### src/rtl/mult_div_seq.sv
// mult_div_seq: iterative multiply/divide sequencer for the multicycle MIPS core.
// Executes mult, multu, div and divu one bit per cycle and holds the 64-bit result in HI/LO.
// Optional build macro: MULT_DIV_EARLY_EXIT_EN. When it is defined, a multiply leaves RUN
// as soon as no set multiplier bits remain to be processed.
module mult_div_seq #(
    parameter int WIDTH = 32,
    parameter int CNT_W = 6
) (
    input  logic             clk,
    input  logic             reset,
    input  logic             start,
    input  logic [1:0]       op,
    input  logic [WIDTH-1:0] a,
    input  logic [WIDTH-1:0] b,
    output logic             busy,
    output logic             done,
    output logic             div_zero,
    output logic [WIDTH-1:0] hi,
    output logic [WIDTH-1:0] lo
);

    typedef enum logic [2:0] {
        S_IDLE = 3'd0,
        S_PREP = 3'd1,
        S_RUN  = 3'd2,
        S_FIX  = 3'd3,
        S_DONE = 3'd4
    } state_t;

    localparam logic [WIDTH-1:0]   ZERO_W  = {WIDTH{1'b0}};
    localparam logic [2*WIDTH-1:0] ZERO_2W = {(2*WIDTH){1'b0}};

    // Two's-complement negation, WIDTH bits.
    function automatic logic [WIDTH-1:0] f_neg(input logic [WIDTH-1:0] x);
        return ~x + WIDTH'(1);
    endfunction

    // Two's-complement negation, 2*WIDTH bits.
    function automatic logic [2*WIDTH-1:0] f_neg_wide(input logic [2*WIDTH-1:0] x);
        return ~x + (2*WIDTH)'(1);
    endfunction

    // Magnitude of x when treated as signed; unchanged when signed_en is low.
    function automatic logic [WIDTH-1:0] f_mag(input logic [WIDTH-1:0] x, input logic signed_en);
        logic [WIDTH-1:0] m;
        if (signed_en && x[WIDTH-1]) begin
            m = f_neg(x);
        end else begin
            m = x;
        end
        return m;
    endfunction

    state_t               state_r;
    logic [1:0]           op_r;
    logic [WIDTH-1:0]     opa_r;      // multiplicand, then dividend / quotient shifter
    logic [WIDTH-1:0]     opb_r;      // multiplier shifter, or divisor
    logic [2*WIDTH-1:0]   mcand_r;    // multiplicand aligned to the current multiplier bit
    logic [2*WIDTH-1:0]   acc_r;      // product accumulator
    logic [WIDTH:0]       rem_r;      // partial remainder
    logic [CNT_W-1:0]     cnt_r;
    logic                 sign_a_r;
    logic                 sign_b_r;
    logic                 busy_r;
    logic                 done_r;
    logic                 div_zero_r;
    logic [WIDTH-1:0]     hi_r;
    logic [WIDTH-1:0]     lo_r;

    logic                 is_div_s;
    logic                 is_signed_s;
    logic [WIDTH-1:0]     mag_a_s;
    logic [WIDTH-1:0]     mag_b_s;
    logic [2*WIDTH-1:0]   mul_sum_s;
    logic [WIDTH+1:0]     div_trial_s;
    logic                 div_ge_s;
    logic [WIDTH:0]       div_next_rem_s;
    logic [2*WIDTH-1:0]   prod_fix_s;
    logic [WIDTH-1:0]     quot_fix_s;
    logic [WIDTH-1:0]     rem_fix_s;
`ifdef MULT_DIV_EARLY_EXIT_EN
    logic                 mul_last_s;
`endif

    // Datapath: operand magnitudes, shift-add step, restoring-division trial and sign fix-up.
    always_comb begin
        is_div_s    = op_r[1];
        is_signed_s = ~op_r[0];
        mag_a_s     = f_mag(opa_r, is_signed_s);
        mag_b_s     = f_mag(opb_r, is_signed_s);
        mul_sum_s   = acc_r + mcand_r;
        // Shift the next dividend bit into the remainder and try subtracting the divisor;
        // the extra top bit of the trial is the borrow.
        div_trial_s = {rem_r, opa_r[WIDTH-1]} - {2'b00, opb_r};
        div_ge_s    = ~div_trial_s[WIDTH+1];
        if (div_ge_s) begin
            div_next_rem_s = div_trial_s[WIDTH:0];
        end else begin
            div_next_rem_s = {rem_r[WIDTH-1:0], opa_r[WIDTH-1]};
        end
        if (sign_a_r ^ sign_b_r) begin
            prod_fix_s = f_neg_wide(acc_r);
            quot_fix_s = f_neg(opa_r);
        end else begin
            prod_fix_s = acc_r;
            quot_fix_s = opa_r;
        end
        if (sign_a_r) begin
            rem_fix_s = f_neg(rem_r[WIDTH-1:0]);
        end else begin
            rem_fix_s = rem_r[WIDTH-1:0];
        end
`ifdef MULT_DIV_EARLY_EXIT_EN
        // True when the bit being consumed this cycle is the last possibly-set multiplier bit.
        mul_last_s = (opb_r[WIDTH-1:1] == {(WIDTH-1){1'b0}});
`endif
    end

    // Sequencer FSM with registered status and HI/LO outputs.
    always_ff @(posedge clk or posedge reset) begin
        if (reset) begin
            state_r    <= S_IDLE;
            op_r       <= 2'b00;
            opa_r      <= ZERO_W;
            opb_r      <= ZERO_W;
            mcand_r    <= ZERO_2W;
            acc_r      <= ZERO_2W;
            rem_r      <= {(WIDTH+1){1'b0}};
            cnt_r      <= {CNT_W{1'b0}};
            sign_a_r   <= 1'b0;
            sign_b_r   <= 1'b0;
            busy_r     <= 1'b0;
            done_r     <= 1'b0;
            div_zero_r <= 1'b0;
            hi_r       <= ZERO_W;
            lo_r       <= ZERO_W;
        end else begin
            case (state_r)
                S_IDLE: begin
                    done_r <= 1'b0;
                    if (start) begin
                        op_r       <= op;
                        opa_r      <= a;
                        opb_r      <= b;
                        div_zero_r <= 1'b0;
                        busy_r     <= 1'b1;
                        state_r    <= S_PREP;
                    end else begin
                        busy_r  <= 1'b0;
                        state_r <= S_IDLE;
                    end
                end
                S_PREP: begin
                    sign_a_r <= is_signed_s & opa_r[WIDTH-1];
                    sign_b_r <= is_signed_s & opb_r[WIDTH-1];
                    opa_r    <= mag_a_s;
                    opb_r    <= mag_b_s;
                    mcand_r  <= {ZERO_W, mag_a_s};
                    acc_r    <= ZERO_2W;
                    rem_r    <= {(WIDTH+1){1'b0}};
                    cnt_r    <= CNT_W'(WIDTH);
                    if (is_div_s && (mag_b_s == ZERO_W)) begin
                        // Divide by zero: flag it and finish without touching HI/LO.
                        div_zero_r <= 1'b1;
                        busy_r     <= 1'b0;
                        done_r     <= 1'b1;
                        state_r    <= S_DONE;
                    end else begin
                        busy_r  <= 1'b1;
                        state_r <= S_RUN;
                    end
                end
                S_RUN: begin
                    cnt_r <= cnt_r - CNT_W'(1);
                    if (is_div_s) begin
                        rem_r <= div_next_rem_s;
                        opa_r <= {opa_r[WIDTH-2:0], div_ge_s};
                    end else begin
                        if (opb_r[0]) begin
                            acc_r <= mul_sum_s;
                        end else begin
                            acc_r <= acc_r;
                        end
                        mcand_r <= {mcand_r[2*WIDTH-2:0], 1'b0};
                        opb_r   <= {1'b0, opb_r[WIDTH-1:1]};
                    end
                    if (cnt_r == CNT_W'(1)) begin
                        state_r <= S_FIX;
`ifdef MULT_DIV_EARLY_EXIT_EN
                    end else if (!is_div_s && mul_last_s) begin
                        // The accumulator is already aligned; skip the all-zero bits.
                        state_r <= S_FIX;
`endif
                    end else begin
                        state_r <= S_RUN;
                    end
                end
                S_FIX: begin
                    if (is_div_s) begin
                        lo_r <= quot_fix_s;
                        hi_r <= rem_fix_s;
                    end else begin
                        hi_r <= prod_fix_s[2*WIDTH-1:WIDTH];
                        lo_r <= prod_fix_s[WIDTH-1:0];
                    end
                    busy_r  <= 1'b0;
                    done_r  <= 1'b1;
                    state_r <= S_DONE;
                end
                S_DONE: begin
                    // A start seen here is dropped on purpose; the UC must re-issue from IDLE.
                    busy_r  <= 1'b0;
                    done_r  <= 1'b0;
                    state_r <= S_IDLE;
                end
                default: begin
                    busy_r  <= 1'b0;
                    done_r  <= 1'b0;
                    state_r <= S_IDLE;
                end
            endcase
        end
    end

    assign busy     = busy_r;
    assign done     = done_r;
    assign div_zero = div_zero_r;
    assign hi       = hi_r;
    assign lo       = lo_r;

endmodule

### config.mk
export PLATFORM = sky130hd
export DESIGN_NAME = mult_div_seq
export DESIGN_NICKNAME = d
export VERILOG_FILES = /design/src/rtl/mult_div_seq.sv
export SDC_FILE = /design/constraint.sdc
export NUM_CORES = 1
export LEC_CHECK = 0
export ABC_AREA = 1
export ABC_CLOCK_PERIOD_IN_PS = 25600
export CAP_MARGIN = 0
export CORE_ASPECT_RATIO = 1.25
export CORE_MARGIN = 1
export CORE_UTILIZATION = 24
export CTS_BUF_LIST = sky130_fd_sc_hd__clkbuf_4
export DETAILED_ROUTE_END_ITERATION = 7
export HOLD_SLACK_MARGIN = 0.03
export SETUP_SLACK_MARGIN = 0.3
export SYNTH_ARGS = -nofsm -noshare
export SYNTH_HDL_FRONTEND = slang
export SYNTH_SLANG_ARGS = --single-unit
### constraint.sdc
create_clock -name clk -period 25.6 [get_ports clk]
set_input_delay 5.12 -clock clk [delete_from_list [all_inputs] [get_ports clk]]
set_output_delay 5.12 -clock clk [all_outputs]
set_load 0.03 [all_outputs]
==> impl_results.md, run 1 <==
- Status: completed
- Clk slew on worst S/H paths: 0.07 ns
- Number of enable flip-flop cells after synthesis: 0
- CP delay by family, top: buffers and inverters
- Worst Hold Class: reg -> reg
- H-tree depth: 3
- Detailed-route DRC error count: 0
- Flop pwr share: 0.221
- Final #Nets: 4187
- Post-DP HPWL: 81700 µm
- FF-to-FF Start: sign_a_r$_DFFE_PP0P_
- Post-synthesis mux area share: 0.000395
- Final hold slack: 0.485 ns
- Syn Nets: 4088
- Setup bufs post-CTS: 0
- Total gr overflow: 0
- Avg Cell Area, Syn: 6.48 µm²
- Ys async rst share: 1.00
- PD cells: 140 mW/mm²
- Root Driver: clkbuf_4
- Setup Skew: 0.0889 ns
- Die width: 293 µm
- Startpoint types: flip-flop
- Max clock buf depth: 3
- First-pass GRT wire length: 161000 µm
- Max Cap Violations: 0
- Sw frac: 0.584
- Design area: 0.0291 mm²
- Hold path cells: 2
- Final hold violations: 0
- DR iter-0 viols: 2086
- Comb pwr share: 0.669
- Vias in the first global route: 27174
- First-pass DRT Iterations: 5
- WP buf/inv: 1
- Die height: 366 µm
- Worst hold start: done$_DFFE_PP0P_
- Worst skew pair latency: 0.93 ns
- Post-Route WL: 106000 µm
- Tot GR Track Use: 0.195
- NetSw: 2.38 mW
- Setup CP Type: reg -> out
- TritonCTS clock tree: built
- Slew @ Worst Pin: 1.13 ns
- Routability cong.: 0.974
- Crit. End Element: primary output
- Worst slew margin: 0.247
- Vias/cell: 5.04
- Worst EP arrival: 2.03 ns
- Top FF cell, synth: dfrtp_1
- Largest family of logic cells by synthesized area: simple AND/OR/NAND/NOR gates
- Area Overhead vs Synth: 14.6%
- Antenna viol nets, final: 0
- Final setup vio count: 0
- CTS resizes: 0
- Req. time, crit path: 20.48 ns
- Post-synth top area share: 0.301
- Post-synthesis simple-gate area fraction: 0.326
- Largest net degree at the start of global routing: 113
- Final non-filler cell total: 5494
- Die area: 0.107 mm²
- Post-Synth Adder-Cell Area: 0.0519
- Synth area leader: dfrtp_1
- Netlist cell types: 66
- Crit share post-route: 0.279
- Cell count after synthesis: 3915
- Initial antenna violation count: 4
- Yosys reg bits: 305
- Internal: 1.70 mW
- Seq/Total Area, Yosys: 0.301
- Worst r2r dst: lo[16]$_DFFE_PP0P_
- Synthesized area: 0.0254 mm²
- Clock power share: 0.110
- IO Count: 136
- Sum Neg Setup Slack: 0 ns
- CTS Buf Count: 84
- Via count: 27676
- PortBufs: 135
- Max VDD drop: 0.0000736 V
- Min Tclk post-route: 7.15 ns
- Share of cells above drive strength 1: 0.0683
- Max stage delay on crit path: 0.75 ns
- Yosys warning total: 0
- Worst hold path endpoint: done$_DFFE_PP0P_
- Final Power: 4.08 mW
- Worst-path maximum fanout: 2
- Xor/xnor share of the synthesized area: 0.0207
- CTS Sinks: 305
- Count leader, synth: nand2_1
- Leakage power total: 13.2 nW
- Number of core rows: 133
- Initial core utilization: 0.242
- Floorplan core area: 0.105 mm²
- Compound-Gate Fraction of Synth Area: 0.210
- Placed inst area: 0.0281 mm²
- Commonest cells in the netlist: nand2_1, nor2_1, inv_1, o21ai_0, dfrtp_1
- Synth area leaders: dfrtp_1, nand2_1, nor2_1, inv_1, o21ai_0
- Peak Freq: 140 MHz
- Placed insts: 5345
- Routed len/inst: 19.2 µm
- RSZ-0062 raised after global routing: no
- Hold-fix buffer count after cts: 0
- Fin. max-slew vios: 0
- Crit-path slowest cell: clkdlybuf4s50_1
- Reg2reg setup slack: 21.62 ns
- Crit-path cells: clkdlybuf4s50_1
- R2R depth: 8
[worst max path at each step]
| stage | start | to | slack [ns] | cells after the start |
|---|---|---|---|---|
| after floorplan | reset | acc_r[0]$_DFFE_PP0P_ | 12.05 | 1 |
| after global placement | reset | rem_r[31]$_DFFE_PP0P_ | 17.37 | 4 |
| after detailed placement | reset | rem_r[29]$_DFFE_PP0P_ | 17.38 | 4 |
| after CTS | reset | rem_r[22]$_DFFE_PP0P_ | 18.33 | 4 |
| after global routing | reset | rem_r[22]$_DFFE_PP0P_ | 18.04 | 4 |
| final | lo[18]$_DFFE_PP0P_ | lo[18] | 18.45 | 1 |
[cells by family (layout without fill, tap and decap cells)]
| family | Yosys count | after routing |
|---|---|---|
| AND/OR/NAND/NOR | 1959 | 1959 |
| adder cells (fa/ha/maj) | 104 | 104 |
| XOR/XNOR | 60 | 60 |
| other | 0 | 6 |
| multiplexers | 1 | 1 |
| flip-flops | 305 | 305 |
| buffers and inverters | 586 | 742 |
| AO/OA/AOI/OAI | 900 | 900 |
[cell usage in the layout, fill, tap and decap left out, drive strengths merged, types with 49 or more instances in the layout]
cell / count
nand2: 1033
nor2: 495
inv: 444
o21ai: 346
dfrtp: 305
nand3: 288
a21oi: 259
clkdlybuf4s50: 135
clkbuf: 117
ha: 102
a31oi: 60
nand4: 53
nor3: 50
a22oi: 49
[area by class of cell]
cell class / count / area (µm²)
Tap cell: 1417 / 1770
Sequential cell: 305 / 7640
Timing Repair Buffer: 155 / 1500
Inverter: 444 / 1680
Clock buffer: 117 / 878
Clock inverter: 26 / 110
Antenna cell: 6 / 15.0
Fill cell: 11732 / 75900
Multi-Input combinational cell: 3024 / 15500
[state kept, by name (all words and copies together), names as in the netlist]
name	flops
state_r	3
opb_r	32
busy	1
sign_a_r	1
mcand_r	64
lo	32
cnt_r	6
div_zero	1
op_r	2
done	1
rem_r	33
opa_r	32
acc_r	64
hi	32
sign_b_r	1
[power by group through the flow]
| stage | Clock [mW] | Sequential [mW] | Combinational (mW) |
|---|---|---|---|
| 6_report | 0.449 | 0.903 | 2.73 |
| 3_5_place_dp | 0 | 0.907 | 2.70 |
| 2_1_floorplan | 0 | 0.913 | 1.80 |
| 3_3_place_gp | 0 | 0.905 | 2.68 |
| 5_1_grt | 0.485 | 0.930 | 3.00 |
| 4_1_cts | 0.461 | 0.900 | 2.71 |
[stage by stage]
stage                util  worst slack [ns]
floorplan               -             12.05
CTS                 0.277             18.33
detailed placement  0.267             17.38
global placement    0.267             17.37
finish              0.277             18.45
global route        0.277             18.04
[layer usage]
layer  routed length [µm]  track usage  vias up  part of all wire
met5                   13            0        -           0.00012
li1                     -            -    13375                 -
met1                42400        0.228    13091              0.40
met4                 6400        0.119        2             0.061
met3                 5940       0.0264      273             0.056
met2                50800        0.339      935              0.48
No activity file was read; power rests on OpenSTA's default activity.
==> run 2, diff against run 1 <==
Settings changed: ABC_CLOCK_PERIOD_IN_PS 25600 to 5900.
Clock period 25.6 ns to 5.9 ns, I/O delays scaled along.
==> run 2 against run 1 <==
- highest routed layer unchanged
- die area is the same
- flip-flop and latch count is the same
- non-clock buffer count grew 4
- sequential share of layout area shrank 0.13 points
- clock-buffer cell count grew 2
- utilization grew 0.13 points
- design area grew 0.48%
- critical endpoint is now hi[19]$_DFFE_PP0P_
- sequential power grew to 4.5 times the previous value
- total power grew to 4.4 times the previous value
- hold slack is essentially flat
==> impl_results.md, run 2 (synthesized netlist as in run 1, its figures left out) <==
- Die height: 366 µm (unchanged)
- Max clock buf depth: 3 (unchanged)
- DR iter-0 viols: 2364 (+13%)
- CTS Buf Count: 85 (+1.2%)
- Detailed-route DRC error count: 0 (unchanged)
- Floorplan core area: 0.105 mm² (unchanged)
- FF-to-FF Start: sign_a_r$_DFFE_PP0P_
- Peak Freq: 290 MHz
- Die area: 0.107 mm² (unchanged)
- Final #Nets: 4192 (+0.12%)
- Commonest cells after routing, fill and taps aside: nand2_1, nor2_1, inv_1
- Startpoint types: flip-flop
- Dpl ws: 2.37 ns (-15.02 ns)
- Tot GR Track Use: 0.191 (-0.00379)
- Worst Hold Class: reg -> reg
- Worst skew pair latency: 0.91 ns (-0.02 ns)
- Worst hold path endpoint: lo[21]$_DFFE_PP0P_
- Crit-path cells: buf_4 -> inv_1 -> nand2_1 -> nand2_4 -> inv_1 -> buf_4 -> nor2_1 -> nor2_4 -> nand2_1 -> a21oi_1 -> o21ai_1 -> a21oi_1
- Max VDD drop: 0.000291 V (+300%)
- Leakage power total: 13.3 nW (+0.55%)
- CP delay by family, top: buffers and inverters
- Slew @ Worst Pin: 1.04 ns (-0.0881 ns)
- Commonest non-fill, non-tap cell in the layout: nand2_1
- Routed len/inst: 19.0 µm (-1.0%)
- Min Tclk post-route: 3.44 ns
- H-tree depth: 3 (unchanged)
- Via count: 27589 (-0.31%)
- Clk slew on worst S/H paths: 0.07 ns (about the same)
- Placed inst area: 0.0281 mm² (+0.23%)
- Placed insts: 5349 (+0.075%)
- Req. time, crit path: 6.68 ns (-13.80 ns)
- Crit. End Element: flip-flop
- Die width: 293 µm (unchanged)
- Worst EP arrival: 4.22 ns (+2.19 ns)
- Reg2reg setup slack: 2.46 ns (-19.16 ns)
- Sum Neg Setup Slack: 0 ns (unchanged)
- NetSw: 10.2 mW (+330%)
- Hold-fix buffer count after cts: 0 (unchanged)
- Final Power: 17.8 mW (+340%)
- Design area: 0.0292 mm² (+0.48%)
- Root Driver: clkbuf_4
- Area Overhead vs Synth: 15.2%
- Worst-path maximum fanout: 82 (+80)
- Internal: 7.53 mW (+340%)
- Worst slew margin: 0.305 (+0.0577)
- Sw frac: 0.576 (-0.00756)
- Vias/cell: 5.02 (-0.35%)
- Flop pwr share: 0.228 (+0.007)
- CTS resizes: 0 (unchanged)
- RSZ-0062 raised after global routing: no
- Post-DP HPWL: 81000 µm (-0.89%)
- Worst hold start: lo[21]$_DFFE_PP0P_
- Final hold violations: 0 (unchanged)
- First-pass DRT Iterations: 6 (+1)
- PD cells: 608 mW/mm² (+330%)
- CTS Sinks: 305 (unchanged)
- Hold path cells: 2 (unchanged)
- Final setup vio count: 0 (unchanged)
- PortBufs: 135 (unchanged)
- IO Count: 136 (unchanged)
- TritonCTS clock tree: built
- Comb pwr share: 0.654 (-0.015)
- Total gr overflow: 0 (unchanged)
- Largest net degree at the start of global routing: 98 (-13%)
- Crit share post-route: 0.584
- Vias in the first global route: 26438 (-2.7%)
- Worst setup margin: 2.46 ns (-15.99 ns)
- Crit-path slowest cell: nand2_4
- First-pass GRT wire length: 158000 µm (-1.8%)
- Max stage delay on crit path: 0.51 ns (-0.24 ns)
- Post-Route WL: 105000 µm (-0.97%)
- Status: completed
- Biggest regs: acc_r: 64 flops, mcand_r: 64 flops, rem_r: 33 flops
- Initial antenna violation count: 5 (+1)
- Setup bufs post-CTS: 0 (unchanged)
- Number of core rows: 133 (unchanged)
- Initial core utilization: 0.242 (unchanged)
- Setup CP Type: reg -> reg
- Routability cong.: 0.970 (-0.38%)
- Fin. max-slew vios: 0 (unchanged)
- Antenna viol nets, final: 0 (unchanged)
- Share of cells above drive strength 1: 0.0699 (+0.00165)
- Worst r2r dst: hi[19]$_DFFE_PP0P_
- Final non-filler cell total: 5496 (+0.036%)
- Clock power share: 0.118 (+0.008)
- WP buf/inv: 4 (+3)
- R2R depth: 12 (+4)
- Setup Skew: 0.0606 ns (-0.0284 ns)
- Max Cap Violations: 0 (unchanged)
## run 2: routing by layer
metal	track usage	up-vias	wire, µm
met1	0.230	12986	43200
met2	0.333	942	50400
met3	0.0247	243	5620
met4	0.0963	4	5240
met5	0	-	29
li1	-	13414	-
## run 2: area by class of cell
| type | count | area [µm²] |
|---|---|---|
| clock buffer | 119 | 893 |
| sequential | 305 | 7640 |
| multi-input combinational | 3024 | 15500 |
| clock inverter | 24 | 176 |
| inverter | 444 | 1670 |
| tap | 1417 | 1770 |
| timing repair buffer | 159 | 1570 |
| antenna | 4 | 10.0 |
| fill | 11770 | 75800 |
## run 2: worst min-delay path: stages (launching register included)
cell,delay (ns)
dfrtp_1,0.34
nand2_1,0.05
nand2_1,0.06
## run 2: how the worst max path moves through the flow
| stage | start | cells after the start | slack, ns | endpoint |
|---|---|---|---|---|
| CTS | lo[30]$_DFFE_PP0P_ | 1 | 2.49 | lo[30] |
| detailed placement | start | 7 | 2.37 | opa_r[17]$_DFFE_PP0P_ |
| finish | sign_a_r$_DFFE_PP0P_ | 12 | 2.46 | hi[19]$_DFFE_PP0P_ |
| global route | sign_a_r$_DFFE_PP0P_ | 12 | 2.23 | hi[19]$_DFFE_PP0P_ |
| floorplan | reset | 1 | 0.66 | acc_r[0]$_DFFE_PP0P_ |
| global placement | start | 7 | 2.40 | opa_r[0]$_DFFE_PP0P_ |
## run 2: power by group through the flow
| stage | Combinational (mW) | Sequential, mW | Clock, mW |
|---|---|---|---|
| CTS | 11.5 | 4.05 | 2.14 |
| floorplan | 7.83 | 3.96 | 0 |
| global route | 12.8 | 4.18 | 2.23 |
| detailed placement | 11.5 | 4.07 | 0 |
| global placement | 11.4 | 4.08 | 0 |
| finish | 11.6 | 4.06 | 2.09 |
## run 2: stage by stage
stage / utilization / hold WS, ns
after floorplan: - / 0.454
after global placement: 0.268 / 0.465
after detailed placement: 0.268 / 0.469
after CTS: 0.278 / 0.489
after global routing: 0.278 / 0.501
final: 0.278 / 0.485
